## src/rtl/bp_be_fma_wb_buffer_pkg.sv

```systemverilog
// Shared types for the FMA writeback buffer.
//   bp_params_e          : processor configuration selector
//   bp_be_fp_reg_s       : recoded FP register value (sp/dp tag + 65-bit recoded word)
//   bp_be_fma_wb_entry_s : one buffered FMA result {data, fflags, rd}
//   safe_clog2           : pointer width helper that never returns 0
package bp_be_pkg;

   typedef enum logic [0:0] {
      e_bp_default_cfg = 1'b0
   } bp_params_e;

   localparam int dpath_width_gp = 64;

   typedef struct packed {
      logic                    sp_not_dp;
      logic [dpath_width_gp:0] rec;
   } bp_be_fp_reg_s;

   typedef struct packed {
      bp_be_fp_reg_s data;
      logic [4:0]    fflags;
      logic [4:0]    rd;
   } bp_be_fma_wb_entry_s;

   function automatic int safe_clog2(input int n);
      return (n > 1) ? $clog2(n) : 1;
   endfunction

endpackage

```

## src/rtl/bp_be_fma_wb_buffer_if.sv

```systemverilog
// Result and writeback channels of the FMA writeback buffer.
//   fma_v_i/fma_data_i/fma_fflags_i/fma_rd_i : result from the FMA pipe
//   wb_v_o/wb_data_o/wb_fflags_o/wb_rd_o     : head entry toward the register file
//   wb_yumi_i                                : consumer takes the head entry
// modport master : the buffer side; modport slave : pipe plus consumer side.
interface bp_be_fma_wb_buffer_if;
   import bp_be_pkg::*;

   logic          fma_v_i;
   bp_be_fp_reg_s fma_data_i;
   logic [4:0]    fma_fflags_i;
   logic [4:0]    fma_rd_i;

   logic          wb_v_o;
   bp_be_fp_reg_s wb_data_o;
   logic [4:0]    wb_fflags_o;
   logic [4:0]    wb_rd_o;
   logic          wb_yumi_i;

   modport master (
      input  fma_v_i, fma_data_i, fma_fflags_i, fma_rd_i, wb_yumi_i,
      output wb_v_o, wb_data_o, wb_fflags_o, wb_rd_o
   );

   modport slave (
      output fma_v_i, fma_data_i, fma_fflags_i, fma_rd_i, wb_yumi_i,
      input  wb_v_o, wb_data_o, wb_fflags_o, wb_rd_o
   );
endinterface

```

## src/rtl/bp_be_fma_wb_buffer_fifo.sv

```systemverilog
// bsg_fifo_1r1w_small: small registered-output FIFO holding FMA results.
//   clk_i, reset_n_i : clock, async active-low reset (pointers/count only)
//   clear_i          : empty the FIFO; same-cycle push and pop are ignored
//   v_i, data_i      : push
//   v_o, data_o      : head entry (written data is visible the cycle after the push)
//   yumi_i           : pop the head
//   count_o          : occupancy
module bsg_fifo_1r1w_small
   import bp_be_pkg::*;
#(
   parameter int els_p   = 2,
   parameter int width_p = 8,
   localparam int cnt_w_lp = $clog2(els_p + 1)
) (
   input  logic                clk_i,
   input  logic                reset_n_i,
   input  logic                clear_i,
   input  logic                v_i,
   input  logic [width_p-1:0]  data_i,
   output logic                v_o,
   output logic [width_p-1:0]  data_o,
   input  logic                yumi_i,
   output logic [cnt_w_lp-1:0] count_o
);
   localparam int ptr_w_lp = safe_clog2(els_p);

   logic [width_p-1:0]  mem [els_p];
   logic [ptr_w_lp-1:0] rptr, wptr;
   logic [cnt_w_lp-1:0] count;
   logic                enq, deq;

   function automatic logic [ptr_w_lp-1:0] ptr_inc(input logic [ptr_w_lp-1:0] p);
      return (p == ptr_w_lp'(els_p - 1)) ? '0 : p + ptr_w_lp'(1);
   endfunction

   assign enq = v_i & ~clear_i;
   assign deq = yumi_i & ~clear_i;

   // Storage is not reset; data_o is meaningless while v_o is low.
   always_ff @(posedge clk_i) begin
      if (enq) mem[wptr] <= data_i;
   end

   always_ff @(posedge clk_i or negedge reset_n_i) begin
      if (!reset_n_i) begin
         rptr  <= '0;
         wptr  <= '0;
         count <= '0;
      end else if (clear_i) begin
         rptr  <= '0;
         wptr  <= '0;
         count <= '0;
      end else begin
         if (enq) wptr <= ptr_inc(wptr);
         if (deq) rptr <= ptr_inc(rptr);
         case ({enq, deq})
            2'b10:   count <= count + cnt_w_lp'(1);
            2'b01:   count <= count - cnt_w_lp'(1);
            default: count <= count;
         endcase
      end
   end

   assign v_o     = (count != '0);
   assign data_o  = mem[rptr];
   assign count_o = count;

   // A push into a full FIFO is only legal when the head leaves the same cycle.
   assert property (@(posedge clk_i) disable iff (!reset_n_i)
      (enq && !deq) |-> (count != cnt_w_lp'(els_p)))
      else $error("push into full fifo");

endmodule

```

## src/rtl/bp_be_fma_wb_buffer.sv

```systemverilog
// bp_be_fma_wb_buffer: reorders nothing, drops flushed results and holds FMA
// results until the writeback consumer takes them.
//   clk_i, reset_n_i        : clock, async active-low reset
//   issue_v_i/issue_ready_o : dispatch of an op into the FMA pipe / room for one more
//   flush_i                 : kill every in-flight and buffered result
//   bus (master)            : FMA result in, head entry out, wb_yumi_i pop
//   fflags_acc_o            : sticky OR of retired flags; fflags_clr_i clears it
// Optional feature: define BP_BE_FMA_WB_FFLAGS_ACC_EN to build the flag
// accumulator; otherwise fflags_acc_o is tied to 0 and fflags_clr_i is ignored.
module bp_be_fma_wb_buffer
   import bp_be_pkg::*;
#(
   parameter bp_params_e bp_params_p   = e_bp_default_cfg,
   parameter int         fma_latency_p = 4,
   parameter int         depth_p       = 2
) (
   input  logic                  clk_i,
   input  logic                  reset_n_i,
   input  logic                  issue_v_i,
   output logic                  issue_ready_o,
   input  logic                  flush_i,
   bp_be_fma_wb_buffer_if.master bus,
   output logic [4:0]            fflags_acc_o,
   input  logic                  fflags_clr_i
);
   localparam int occ_w_lp      = $clog2(depth_p + 1);
   localparam int inflight_w_lp = $clog2(fma_latency_p + 1);

   if (fma_latency_p < 2) begin : g_bad_latency
      $error("fma_latency_p must be at least 2");
   end
   if (depth_p < 1) begin : g_bad_depth
      $error("depth_p must be at least 1");
   end
   if (bp_params_p != e_bp_default_cfg) begin : g_bad_cfg
      $error("unsupported bp_params_p");
   end

   // One bit per pipe stage: set when the op in that stage is still wanted.
   // The tail bit qualifies the result leaving the pipe this cycle.
   logic [fma_latency_p-1:0] live;
   logic [inflight_w_lp-1:0] inflight;
   logic [occ_w_lp-1:0]      occ;

   always_ff @(posedge clk_i or negedge reset_n_i) begin
      if (!reset_n_i)   live <= '0;
      else if (flush_i) live <= '0;
      else              live <= {live[fma_latency_p-2:0], issue_v_i};
   end

   always_comb begin
      inflight = '0;
      for (int i = 0; i < fma_latency_p; i++) begin
         inflight = inflight + inflight_w_lp'(live[i]);
      end
   end

   // Every op already in the pipe has a reserved slot, so the FIFO can never
   // overflow as long as issue respects this.
   assign issue_ready_o = (int'(occ) + int'(inflight)) < depth_p;

   bp_be_fma_wb_entry_s enq_entry, head_entry;
   logic                enq_v, head_v;

   assign enq_v     = bus.fma_v_i & live[fma_latency_p-1];
   assign enq_entry = '{data: bus.fma_data_i, fflags: bus.fma_fflags_i, rd: bus.fma_rd_i};

   bsg_fifo_1r1w_small #(
      .els_p   (depth_p),
      .width_p ($bits(bp_be_fma_wb_entry_s))
   ) fifo (
      .clk_i     (clk_i),
      .reset_n_i (reset_n_i),
      .clear_i   (flush_i),
      .v_i       (enq_v),
      .data_i    (enq_entry),
      .v_o       (head_v),
      .data_o    (head_entry),
      .yumi_i    (bus.wb_yumi_i),
      .count_o   (occ)
   );

   assign bus.wb_v_o      = head_v;
   assign bus.wb_data_o   = head_entry.data;
   assign bus.wb_fflags_o = head_entry.fflags;
   assign bus.wb_rd_o     = head_entry.rd;

`ifdef BP_BE_FMA_WB_FFLAGS_ACC_EN
   logic [4:0] acc;
   logic       deq;

   assign deq = bus.wb_yumi_i & head_v & ~flush_i;

   // Clear and retire in the same cycle keep only the retiring flags.
   always_ff @(posedge clk_i or negedge reset_n_i) begin
      if (!reset_n_i)        acc <= '0;
      else if (deq)          acc <= fflags_clr_i ? head_entry.fflags : (acc | head_entry.fflags);
      else if (fflags_clr_i) acc <= '0;
   end

   assign fflags_acc_o = acc;
`else
   logic unused_fflags_clr;
   assign unused_fflags_clr = fflags_clr_i;
   assign fflags_acc_o      = '0;
`endif

   assert property (@(posedge clk_i) disable iff (!reset_n_i)
      issue_v_i |-> issue_ready_o)
      else $error("issue while not ready");

   assert property (@(posedge clk_i) disable iff (!reset_n_i)
      bus.wb_yumi_i |-> bus.wb_v_o)
      else $error("yumi without valid head");

endmodule

```

## src/flat_wrapper.sv

```systemverilog
// flat-port wrapper written by rule: the top's interface ports become plain ports
module bp_be_fma_wb_buffer_flat import bp_be_pkg::*;
#(
   parameter bp_params_e bp_params_p   = e_bp_default_cfg,
   parameter int         fma_latency_p = 4,
   parameter int         depth_p       = 2
)
  (clk_i, reset_n_i, issue_v_i, issue_ready_o, flush_i, fflags_acc_o, fflags_clr_i, bus_fma_v_i, bus_fma_data_i, bus_fma_fflags_i, bus_fma_rd_i, bus_wb_yumi_i, bus_wb_v_o, bus_wb_data_o, bus_wb_fflags_o, bus_wb_rd_o);
  bp_be_fma_wb_buffer_if bus_i ();
  input  logic clk_i;
  input  logic reset_n_i;
  input  logic issue_v_i;
  output logic issue_ready_o;
  input  logic flush_i;
  output logic [4:0] fflags_acc_o;
  input  logic fflags_clr_i;
  input wire logic [$bits(bus_i.fma_v_i)-1:0] bus_fma_v_i;
  input wire logic [$bits(bus_i.fma_data_i)-1:0] bus_fma_data_i;
  input wire logic [$bits(bus_i.fma_fflags_i)-1:0] bus_fma_fflags_i;
  input wire logic [$bits(bus_i.fma_rd_i)-1:0] bus_fma_rd_i;
  input wire logic [$bits(bus_i.wb_yumi_i)-1:0] bus_wb_yumi_i;
  output wire logic [$bits(bus_i.wb_v_o)-1:0] bus_wb_v_o;
  output wire logic [$bits(bus_i.wb_data_o)-1:0] bus_wb_data_o;
  output wire logic [$bits(bus_i.wb_fflags_o)-1:0] bus_wb_fflags_o;
  output wire logic [$bits(bus_i.wb_rd_o)-1:0] bus_wb_rd_o;
  assign bus_i.fma_v_i = bus_fma_v_i;
  assign bus_i.fma_data_i = bus_fma_data_i;
  assign bus_i.fma_fflags_i = bus_fma_fflags_i;
  assign bus_i.fma_rd_i = bus_fma_rd_i;
  assign bus_i.wb_yumi_i = bus_wb_yumi_i;
  assign bus_wb_v_o = bus_i.wb_v_o;
  assign bus_wb_data_o = bus_i.wb_data_o;
  assign bus_wb_fflags_o = bus_i.wb_fflags_o;
  assign bus_wb_rd_o = bus_i.wb_rd_o;
  bp_be_fma_wb_buffer #(.bp_params_p(bp_params_p), .fma_latency_p(fma_latency_p), .depth_p(depth_p)) u_core (.clk_i(clk_i), .reset_n_i(reset_n_i), .issue_v_i(issue_v_i), .issue_ready_o(issue_ready_o), .flush_i(flush_i), .bus(bus_i), .fflags_acc_o(fflags_acc_o), .fflags_clr_i(fflags_clr_i));
endmodule
```

## config.mk

```make
export PLATFORM = sky130hd
export DESIGN_NAME = bp_be_fma_wb_buffer_flat
export DESIGN_NICKNAME = d
export VERILOG_FILES = /design/src/rtl/bp_be_fma_wb_buffer_pkg.sv /design/src/rtl/bp_be_fma_wb_buffer_if.sv /design/src/rtl/bp_be_fma_wb_buffer_fifo.sv /design/src/rtl/bp_be_fma_wb_buffer.sv /design/src/flat_wrapper.sv
export SDC_FILE = /design/constraint.sdc
export NUM_CORES = 1
export LEC_CHECK = 0
export CAP_MARGIN = 10
export CELL_PAD_IN_SITES_DETAIL_PLACEMENT = 0
export CELL_PAD_IN_SITES_GLOBAL_PLACEMENT = 1
export CORE_MARGIN = 1
export CORE_UTILIZATION = 24
export CTS_BUF_LIST = sky130_fd_sc_hd__clkbuf_8
export CTS_CLUSTER_SIZE = 12
export DETAILED_ROUTE_END_ITERATION = 8
export PLACE_DENSITY_LB_ADDON = 0.15
export SLEW_MARGIN = 20
export SYNTH_ARGS = -nofsm -noshare
export SYNTH_HDL_FRONTEND = slang
export SYNTH_SLANG_ARGS = --single-unit
```

## constraint.sdc

```tcl
create_clock -name clk_i -period 13.45 [get_ports clk_i]
set_input_delay 4.035 -clock clk_i [delete_from_list [all_inputs] [get_ports clk_i]]
set_output_delay 4.035 -clock clk_i [all_outputs]
set_load 0.03 [all_outputs]
```

==> After elaboration in Yosys (flattened, before gate mapping) <==
Memory sizes are Yosys's and may differ from the RTL's.
Index checks and enable logic that the tools add are counted.
{ "totals": {"reg_bits": 8, "mem_bits_rw": 152, "input_bits": 83, "output_inout_bits": 83, "n_memories": 1} }
{ "op_classes": {"add_sub_neg": 8, "order_cmp": 1, "eq_ne": 2, "mux": 11, "n_bitwise": 4, "reduce_logical": 4} }
{ "mem_list": {"columns": ["name", "words", "width", "read_ports", "rd_clocked_by_memory_dff", "write_ports", "line", "rtl"], "rows": [
  ["u_core.fifo.mem", 2, 76, 1, 0, 1, "bp_be_fma_wb_buffer_fifo.sv:27", "logic [width_p-1:0] mem [els_p];"]
]} }
{ "op_table": {"columns": ["op", "count"], "rows": [
  ["$lt A32 B3 Y1 const B", 1],
  ["$mux W1", 8],
  ["$add A3 B1 Y3", 2],
  ["$reduce_bool A2 Y1", 3],
  ["$add A2 B3 Y4", 1],
  ["$mux W4", 1],
  ["$pmux W2 S2", 1],
  ["$and A1 B1 Y1", 3],
  ["$reduce_bool A3 Y1", 1],
  ["$add A1 B1 Y1 const B", 2],
  ["$add A1 B1 Y2", 1],
  ["$add A2 B1 Y2 const B", 1],
  ["$eq A2 B1 Y1 const B", 1],
  ["$eq A2 B2 Y1 const B", 1],
  ["$mux W2", 1],
  ["$sub A2 B1 Y2 const B", 1],
  ["$not A1 Y1", 1]
]} }

==> Logic depth before layout (Yosys ltp) <==
Gate-level depths: netlist of run 1.
{ "logic_depth": {"depth_word": 5, "depth_mapped": 10} }

==> Cells and area by module <==
Synthesis of run 1 repeated with hierarchy kept, for this count alone.
{ "unflattened": {"hier_cells": 279, "hier_area_um2": 6072.1} }
{ "by_module_without_submodules": {"columns": ["module", "instances", "cells_per_inst", "area_each_um2", "seq_area_each_um2"], "rows": [
  ["bsg_fifo_1r1w_small", 1, 257, 5825.6, 4664.5],
  ["bp_be_fma_wb_buffer", 1, 22, 246.5, 100.1]
]} }

==> Worst setup path after synthesis of run 1 <==
Ideal clock, no wire load.
{ "synth_timing": {"path_type": "input port to flip-flop", "startpoint": "input port flush_i", "endpoint": "memory u_core.fifo.mem[1][0] (netlist name), enable pin", "arrival_time_ns": 9.803, "required_time_ns": 12.831, "slack_ns": 3.027, "path_stages": 2, "path_buffers": 1, "cell_sequence": "clkbuf_1 nor3b_1"} }
{ "synth_via": {"elab_chain_len": 4} }
{ "synth_lines": {"columns": ["element", "line", "rtl"], "rows": [
  ["from (decl)", "flat_wrapper.sv:14", "input logic flush_i;"],
  ["$not A1 Y1", "bp_be_fma_wb_buffer_fifo.sv:36", "assign enq = v_i & ~clear_i;"],
  ["$and A1 B1 Y1", "bp_be_fma_wb_buffer_fifo.sv:36", null],
  ["$mux W1", "bp_be_fma_wb_buffer_fifo.sv:41", "if (enq) mem[wptr] <= data_i;"],
  ["$mux W1 (not written as such)", "bp_be_fma_wb_buffer_fifo.sv:41", null],
  ["to (decl)", "bp_be_fma_wb_buffer_fifo.sv:27", null]
]} }
Every way passes these cells.

==> Worst setup path after layout of run 1 <==
{ "layout_timing": {"startpoint": "register u_core.live[0]", "endpoint": "output port issue_ready_o"} }
{ "layout_via": {"elab_chain_len": 5} }
{ "layout_lines": {"columns": ["element", "line", "rtl"], "rows": [
  ["from (decl)", "bp_be_fma_wb_buffer.sv:41", "logic [fma_latency_p-1:0] live;"],
  ["from (signal assigned)", "bp_be_fma_wb_buffer.sv:48", "else live <= {live[fma_latency_p-2:0], issue_v_i};"],
  ["$add A1 B1 Y2", "bp_be_fma_wb_buffer.sv:54", "inflight = inflight + inflight_w_lp'(live[i]);"],
  ["$add A3 B1 Y3 (2 in a row)", "bp_be_fma_wb_buffer.sv:54", null],
  ["$add A2 B3 Y4", "bp_be_fma_wb_buffer.sv:60", "assign issue_ready_o = (int'(occ) + int'(inflight)) < depth_p;"],
  ["$lt A32 B3 Y1", "bp_be_fma_wb_buffer.sv:60", null],
  ["to (decl)", "flat_wrapper.sv:13", "output logic issue_ready_o;"]
]} }
Every way passes these cells.

==> results.sh, run 1 <==
export IMPL_crit_family="adder cells"
export IMPL_cts_setup_buffers=0
export IMPL_place_congestion=0.686
export IMPL_cts_resized=0
export IMPL_synth_commonest_cells="152 x edfxtp_1, 46 x mux2_2, 30 x mux2_4"
export IMPL_viasPerCell=3.86
export IMPL_synth_enable_flop_cells=152
export IMPL_hpwlAfterDp_um=7770
export IMPL_maxCapViolCount=0
export IMPL_worst_path_buf_inv=2
export IMPL_synth_seq_cells=160
export IMPL_report_final_slew_viol_count=0
export IMPL_drc=0
export IMPL_slowest_stage="clkdlybuf4s50_1"
export IMPL_synth_top_area_cell="edfxtp_1"
export IMPL_htree_levels=4
export IMPL_register_area_sq_um=4770
export IMPL_placed_cell_area_sq_um=8080
export IMPL_grt_setup_unrepaired="no"
export IMPL_clockBufferDepth=2
export IMPL_vdd_drop_max_mv=0.0393
export IMPL_final_cell_area_sq_um=8450
export IMPL_synth_distinct_cells=27
export IMPL_hold_violations=0
export IMPL_leakagePower_nw=2.84
export IMPL_yosysWarnings=0
export IMPL_fin_nets=551
export IMPL_die_x_um=162
export IMPL_netlist_top_cells_area="edfxtp_1 74%, mux2_2 8.4%, mux2_4 7.3%, dfrtp_1 3.3%, buf_12 0.98%"
export IMPL_drt_initial_drc_count=109
export IMPL_slowest_delay_ns=0.73
export IMPL_grt_overflow=0
export IMPL_powerDensity_nw_per_um2=120
export IMPL_clkLatencyLatePin_ns=0.45
export IMPL_crit_arrival_ns=3.42
export IMPL_finClkSkew_ns=0.0196
export IMPL_yosysMostFrequentCell="edfxtp_1"
export IMPL_grt_max_degree=59
export IMPL_mappedNetlistArea_sq_um=6150
export IMPL_num_rows=58
export IMPL_clock_sinks=160
export IMPL_ant_nets=0
export IMPL_io_buffers=159
export IMPL_max_freq_ghz=0.134
export IMPL_grt_use_total_pct=9.78
export IMPL_dr_pass1_iters=4
export IMPL_clkTransAtPathRegs_ns=0.10
export IMPL_io_pins=166
export IMPL_synthFlopType="edfxtp_1"
export IMPL_crit_type="reg -> out"
export IMPL_setup_violations=0
export IMPL_grt_antenna_before_repair=0
export IMPL_synth_area_per_cell_sq_um=21.2
export IMPL_slew_headroom_pct=33.1
export IMPL_status="finished, final reports clean"
export IMPL_crit_top_cell="fa_1"
export IMPL_vias=3110
export IMPL_ctsHoldBuffers=0
export IMPL_avgRoutedWirePerCell_um=15.4
export IMPL_start_util_pct=24.4
export IMPL_final_period_utilization_pct=55.4
export IMPL_areaGrowthSynthToFinish_pct=37.5
export IMPL_die_y_um=162
export IMPL_grt_pass1_vias=3365
export IMPL_start_kind="register"
export IMPL_core_area_sq_um=25200
export IMPL_cts_buffers=17
export IMPL_multi_input_area_sq_um=1240
export IMPL_cp_max_fo=2
export IMPL_ys_seq_area_share_pct=77.5
export IMPL_synthArstFlopShare_pct=5.00
export IMPL_root_buffer="clkbuf_8"
export IMPL_hp_class="reg -> reg"
export IMPL_fill_cells=2403
export IMPL_drive_gt1_share_pct=24.4
export IMPL_cts_tree="yes"
export IMPL_fin_crit_ns=7.46
export IMPL_synth_top_area_share_pct=74.3
export IMPL_design_die_area_sq_um=26300
export IMPL_synthCells=290
export IMPL_grt_pass1_wl_um=18800
export IMPL_tightest_slew_ns=1.00
export IMPL_path_cells="ha_1, inv_1, fa_1, nand2b_1, fa_1, nor2_1, o211ai_1, a21boi_0, clkdlybuf4s50_1"
export IMPL_crit_path_end_kind="output port"
export IMPL_drt_total_wl_um=12400
export IMPL_crit_required_ns=9.41
export IMPL_diodes=0
export IMPL_tns_ns=0
## cell usage in the layout (no fill, tap or decap), types with 3 or more instances in the layout
cell             Yosys  layout
edfxtp_1           152     152
clkinvlp_4           0       5
conb_1               1       5
xnor2_1              3       3
buf_4                5       6
nor2b_1              4       4
ha_1                 3       3
inv_6                0       4
dfrtp_1              8       7
mux2_4              30      30
mux2_2              46      46
clkbuf_8             0      17
inv_1                7       8
clkdlybuf4s50_1      0     159
nor2_1               7       7
clkinv_4             0       3
## state kept, by name (all words and copies together), names as in the netlist
register             count
u_core.fifo.mem        152
u_core.live              4
u_core.fifo.count_o      2
u_core.fifo.rptr         1
u_core.fifo.wptr         1
## routing by layer
metal / global-route usage [%] / up-vias / part of all wire (%)
met5: 0 / - / 0
met4: 4.25 / 0 / 1.5
met3: 3.45 / 11 / 6.1
met2: 15.3 / 105 / 47
met1: 12.2 / 1548 / 45
li1: - / 1446 / -
## per-stage QoR
stage	power (mW)	worst slack (ns)	util, %	hold slack (ns)	std cells
finish	1.02	5.99	33.6	0.503	806
global placement	0.688	6.51	32.1	0.486	774
detailed placement	0.689	6.48	32.1	0.494	774
floorplan	0.634	3.03	-	0.466	294
CTS	1.03	5.91	33.6	0.508	806
global route	1.06	5.80	33.6	0.557	806
## final cells by class
| class | instances | area share (%) |
|---|---|---|
| Timing Repair Buffer | 165 | 19.4 |
| Sequential cell | 160 | 56.4 |
| Clock buffer | 17 | 2.77 |
| Multi-Input combinational cell | 112 | 14.6 |
| Inverter | 7 | 0.311 |
| Clock inverter | 15 | 1.61 |
| Tap cell | 330 | 4.89 |
## final timing paths
check	from	to	slack, ns	cells after the start
worst max-delay path	u_core.live[0]$_DFF_PN0_	issue_ready_o	5.99	9
worst min-delay path	u_core.live[2]$_DFF_PN0_	u_core.live[3]$_DFF_PN0_	0.50	2
worst max register to register	u_core.live[3]$_DFF_PN0_	u_core.fifo.mem[1][43]$_DFFE_PP_	11.64	3
worst min register to register	u_core.live[2]$_DFF_PN0_	u_core.live[3]$_DFF_PN0_	0.50	2
max in group asynchronous	reset_n_i	u_core.fifo.rptr$_DFFE_PN0P_	9.24	1
min in group asynchronous	reset_n_i	u_core.fifo.rptr$_DFFE_PN0P_	3.88	1
## logic make-up (layout without fill, tap and decap cells)
group / after synthesis / in the layout / synth area share (%)
other: 1 / 5 / 0.0610
DFF: 160 / 160 / 77.5
muxes: 77 / 77 / 15.9
AOI/OAI and AO/OA: 3 / 3 / 0.326
and+or+nand+nor: 18 / 18 / 1.57
buffers and inverters: 22 / 204 / 2.77
xor gates and xnor gates: 4 / 4 / 0.570
adders and majority gates: 5 / 5 / 1.26
## where the power goes
| part | switching, mW | internal (mW) | leakage [nW] | total [mW] |
|---|---|---|---|---|
| clock | 0.193 | 0.148 | 0.174 | 0.341 |
| sequential | 0.00378 | 0.547 | 1.47 | 0.550 |
| combinational | 0.0587 | 0.0660 | 1.19 | 0.125 |
| total | 0.255 | 0.760 | 2.84 | 1.02 |
## worst min-delay path, cell delays in order (launching register included)
cell,delay (ns)
dfrtp_1,0.34
inv_1,0.06
nor2_1,0.08
(Power assumes the default switching activity.)
==> run 2: changes to the inputs <==
- clock period: 13.45 -> 6.8 ns (I/O delays scaled with it)
==> run 2 against run 1 <==
Net effect:
- critical path depth grew 2
- non-clock buffer count did not move
- core utilization rose by 0.16 points
- highest routed layer unchanged
- worst hold slack about the same
==> results.sh, run 2 (synthesized netlist as in run 1, its figures left out) <==
export IMPL_place_congestion=0.637
export IMPL_setup_violations=0
export IMPL_crit_family="adder cells"
export IMPL_rr_startpoint="u_core.live[3]$_DFF_PN0_"
export IMPL_final_cell_mix="159 x clkdlybuf4s50_1, 152 x edfxtp_1, 46 x mux2_2, 30 x mux2_4, 17 x clkbuf_8"
export IMPL_ctsHoldBuffers=0
export IMPL_hold_violations=0
export IMPL_layout_commonest_cell="clkdlybuf4s50_1"
export IMPL_largest_register="u_core.fifo.mem"
export IMPL_grt_overflow=0
export IMPL_crit_type="reg -> out"
export IMPL_slowest_stage="clkdlybuf4s50_1"
export IMPL_crit_top_cell="inv_1"
export IMPL_final_period_utilization_pct=80.4
export IMPL_grt_use_total_pct=9.65
export IMPL_die_y_um=162
export IMPL_finClkSkew_ns=0.0157
export IMPL_grt_pass1_wl_um=18700
export IMPL_grt_setup_unrepaired="no"
export IMPL_crit_arrival_ns=3.43
export IMPL_vdd_drop_max_mv=0.109
export IMPL_grt_max_degree=64
export IMPL_slowest_delay_ns=0.76
export IMPL_design_die_area_sq_um=26300
export IMPL_diodes=0
export IMPL_dr_pass1_iters=4
export IMPL_leakagePower_nw=2.88
export IMPL_crit_required_ns=4.76
export IMPL_fill_cells=2453
export IMPL_drive_gt1_share_pct=24.4
export IMPL_drt_initial_drc_count=92
export IMPL_htree_levels=4
export IMPL_io_buffers=159
export IMPL_cts_setup_buffers=0
export IMPL_start_kind="register"
export IMPL_fin_crit_ns=5.47
export IMPL_grt_antenna_before_repair=0
export IMPL_crit_path_end_kind="output port"
export IMPL_slew_headroom_pct=58.2
export IMPL_max_freq_ghz=0.183
export IMPL_areaGrowthSynthToFinish_pct=38.2
export IMPL_ant_nets=0
export IMPL_hp_class="reg -> reg"
export IMPL_avgRoutedWirePerCell_um=15.3
export IMPL_cts_resized=0
export IMPL_powerDensity_nw_per_um2=238
export IMPL_cp_max_fo=2
export IMPL_power_mw=2.02
export IMPL_clkTransAtPathRegs_ns=0.09
export IMPL_start_util_pct=24.4
export IMPL_cts_tree="yes"
export IMPL_report_final_slew_viol_count=0
export IMPL_die_x_um=162
export IMPL_largest_reg_flops=152
export IMPL_hpwlAfterDp_um=7480
export IMPL_cts_buffers=17
export IMPL_tightest_slew_ns=0.626
export IMPL_clock_sinks=160
export IMPL_grt_pass1_vias=3357
export IMPL_clockBufferDepth=2
export IMPL_status="finished, final reports clean"
export IMPL_fin_nets=551
export IMPL_tns_ns=0
export IMPL_drt_total_wl_um=12300
export IMPL_worst_path_buf_inv=4
export IMPL_root_buffer="clkbuf_8"
export IMPL_maxCapViolCount=0
export IMPL_core_area_sq_um=25200
export IMPL_vias=3096
export IMPL_setup_slack_ns=1.33
export IMPL_num_rows=58
export IMPL_clkLatencyLatePin_ns=0.45
export IMPL_placed_cell_area_sq_um=8090
export IMPL_drc=0
export IMPL_hold_path_startpoint="u_core.live[1]$_DFF_PN0_"
export IMPL_path_cells="ha_1, inv_1, fa_1, inv_1, ha_1, inv_1, fa_1, nor2_1, o211ai_1, a21boi_0, clkdlybuf4s50_1"
export IMPL_timing_critical_path_from="u_core.live[0]$_DFF_PN0_"
export IMPL_dp_slack_ns=1.83
export IMPL_final_cell_area_sq_um=8490
export IMPL_viasPerCell=3.84
export IMPL_io_pins=166
run 2: cell count changes in the layout (fill, tap and decap cells not counted):
cell | previous run | this run
inv_6 | 4 | 6
nor3b_4 | 0 | 1
buf_16 | 0 | 1
clkinv_2 | 0 | 1
nor3_4 | 0 | 1
inv_8 | 0 | 3
clkinvlp_4 | 5 | 1
buf_4 | 6 | 5
nor3b_2 | 1 | 0
clkinv_4 | 3 | 1
nor3_2 | 1 | 0
run 2: per-layer routing:
metal / track usage (%) / part of all wire (%) / up-vias / routed length (um)
met5: 0 / 0 / - / 0
met4: 4.12 / 1.4 / 0 / 170
met3: 3.37 / 6.0 / 11 / 739
met2: 15.2 / 47 / 109 / 5840
met1: 12.0 / 45 / 1526 / 5560
li1: - / - / 1450 / -
run 2: path summary, 6_finish.rpt:
check / end / slack, ns / depth (start not counted)
worst max-delay path: issue_ready_o / 1.33 / 11
worst min-delay path: u_core.live[2]$_DFF_PN0_ / 0.50 / 1
worst max register to register: u_core.fifo.mem[1][4]$_DFFE_PP_ / 5.03 / 3
worst min register to register: u_core.live[2]$_DFF_PN0_ / 0.50 / 1
max in group asynchronous: u_core.fifo.rptr$_DFFE_PN0P_ / 4.60 / 1
min in group asynchronous: u_core.live[0]$_DFF_PN0_ / 1.88 / 1
run 2: worst reg2reg max path: cells and delay by family, from the launching register on:
kind          cells  cell delay, ns
flops             1            0.38
buf+inv           1            0.55
simple gates      2            0.47
run 2: final cells by class:
type	instances	area [sq um]	area share, %
Tap cell	330	413	4.86
Clock buffer	17	234	2.75
Clock inverter	15	145	1.71
Sequential cell	160	4770	56.1
Inverter	7	26.3	0.309
Timing Repair Buffer	165	1660	19.5
Multi-Input combinational cell	112	1250	14.7
run 2: where the power goes:
part / switching (mW) / total, mW / internal [mW]
sequential: 0.00875 / 1.09 / 1.08
clock: 0.385 / 0.686 / 0.301
combinational: 0.116 / 0.248 / 0.132
run 2: stage by stage:
stage	hold slack [ns]	util, %	cells
after floorplan	0.466	-	294
after detailed placement	0.490	32.1	773
after CTS	0.510	33.6	805
after global routing	0.512	33.7	806
after global placement	0.481	32.1	773
final	0.503	33.7	806
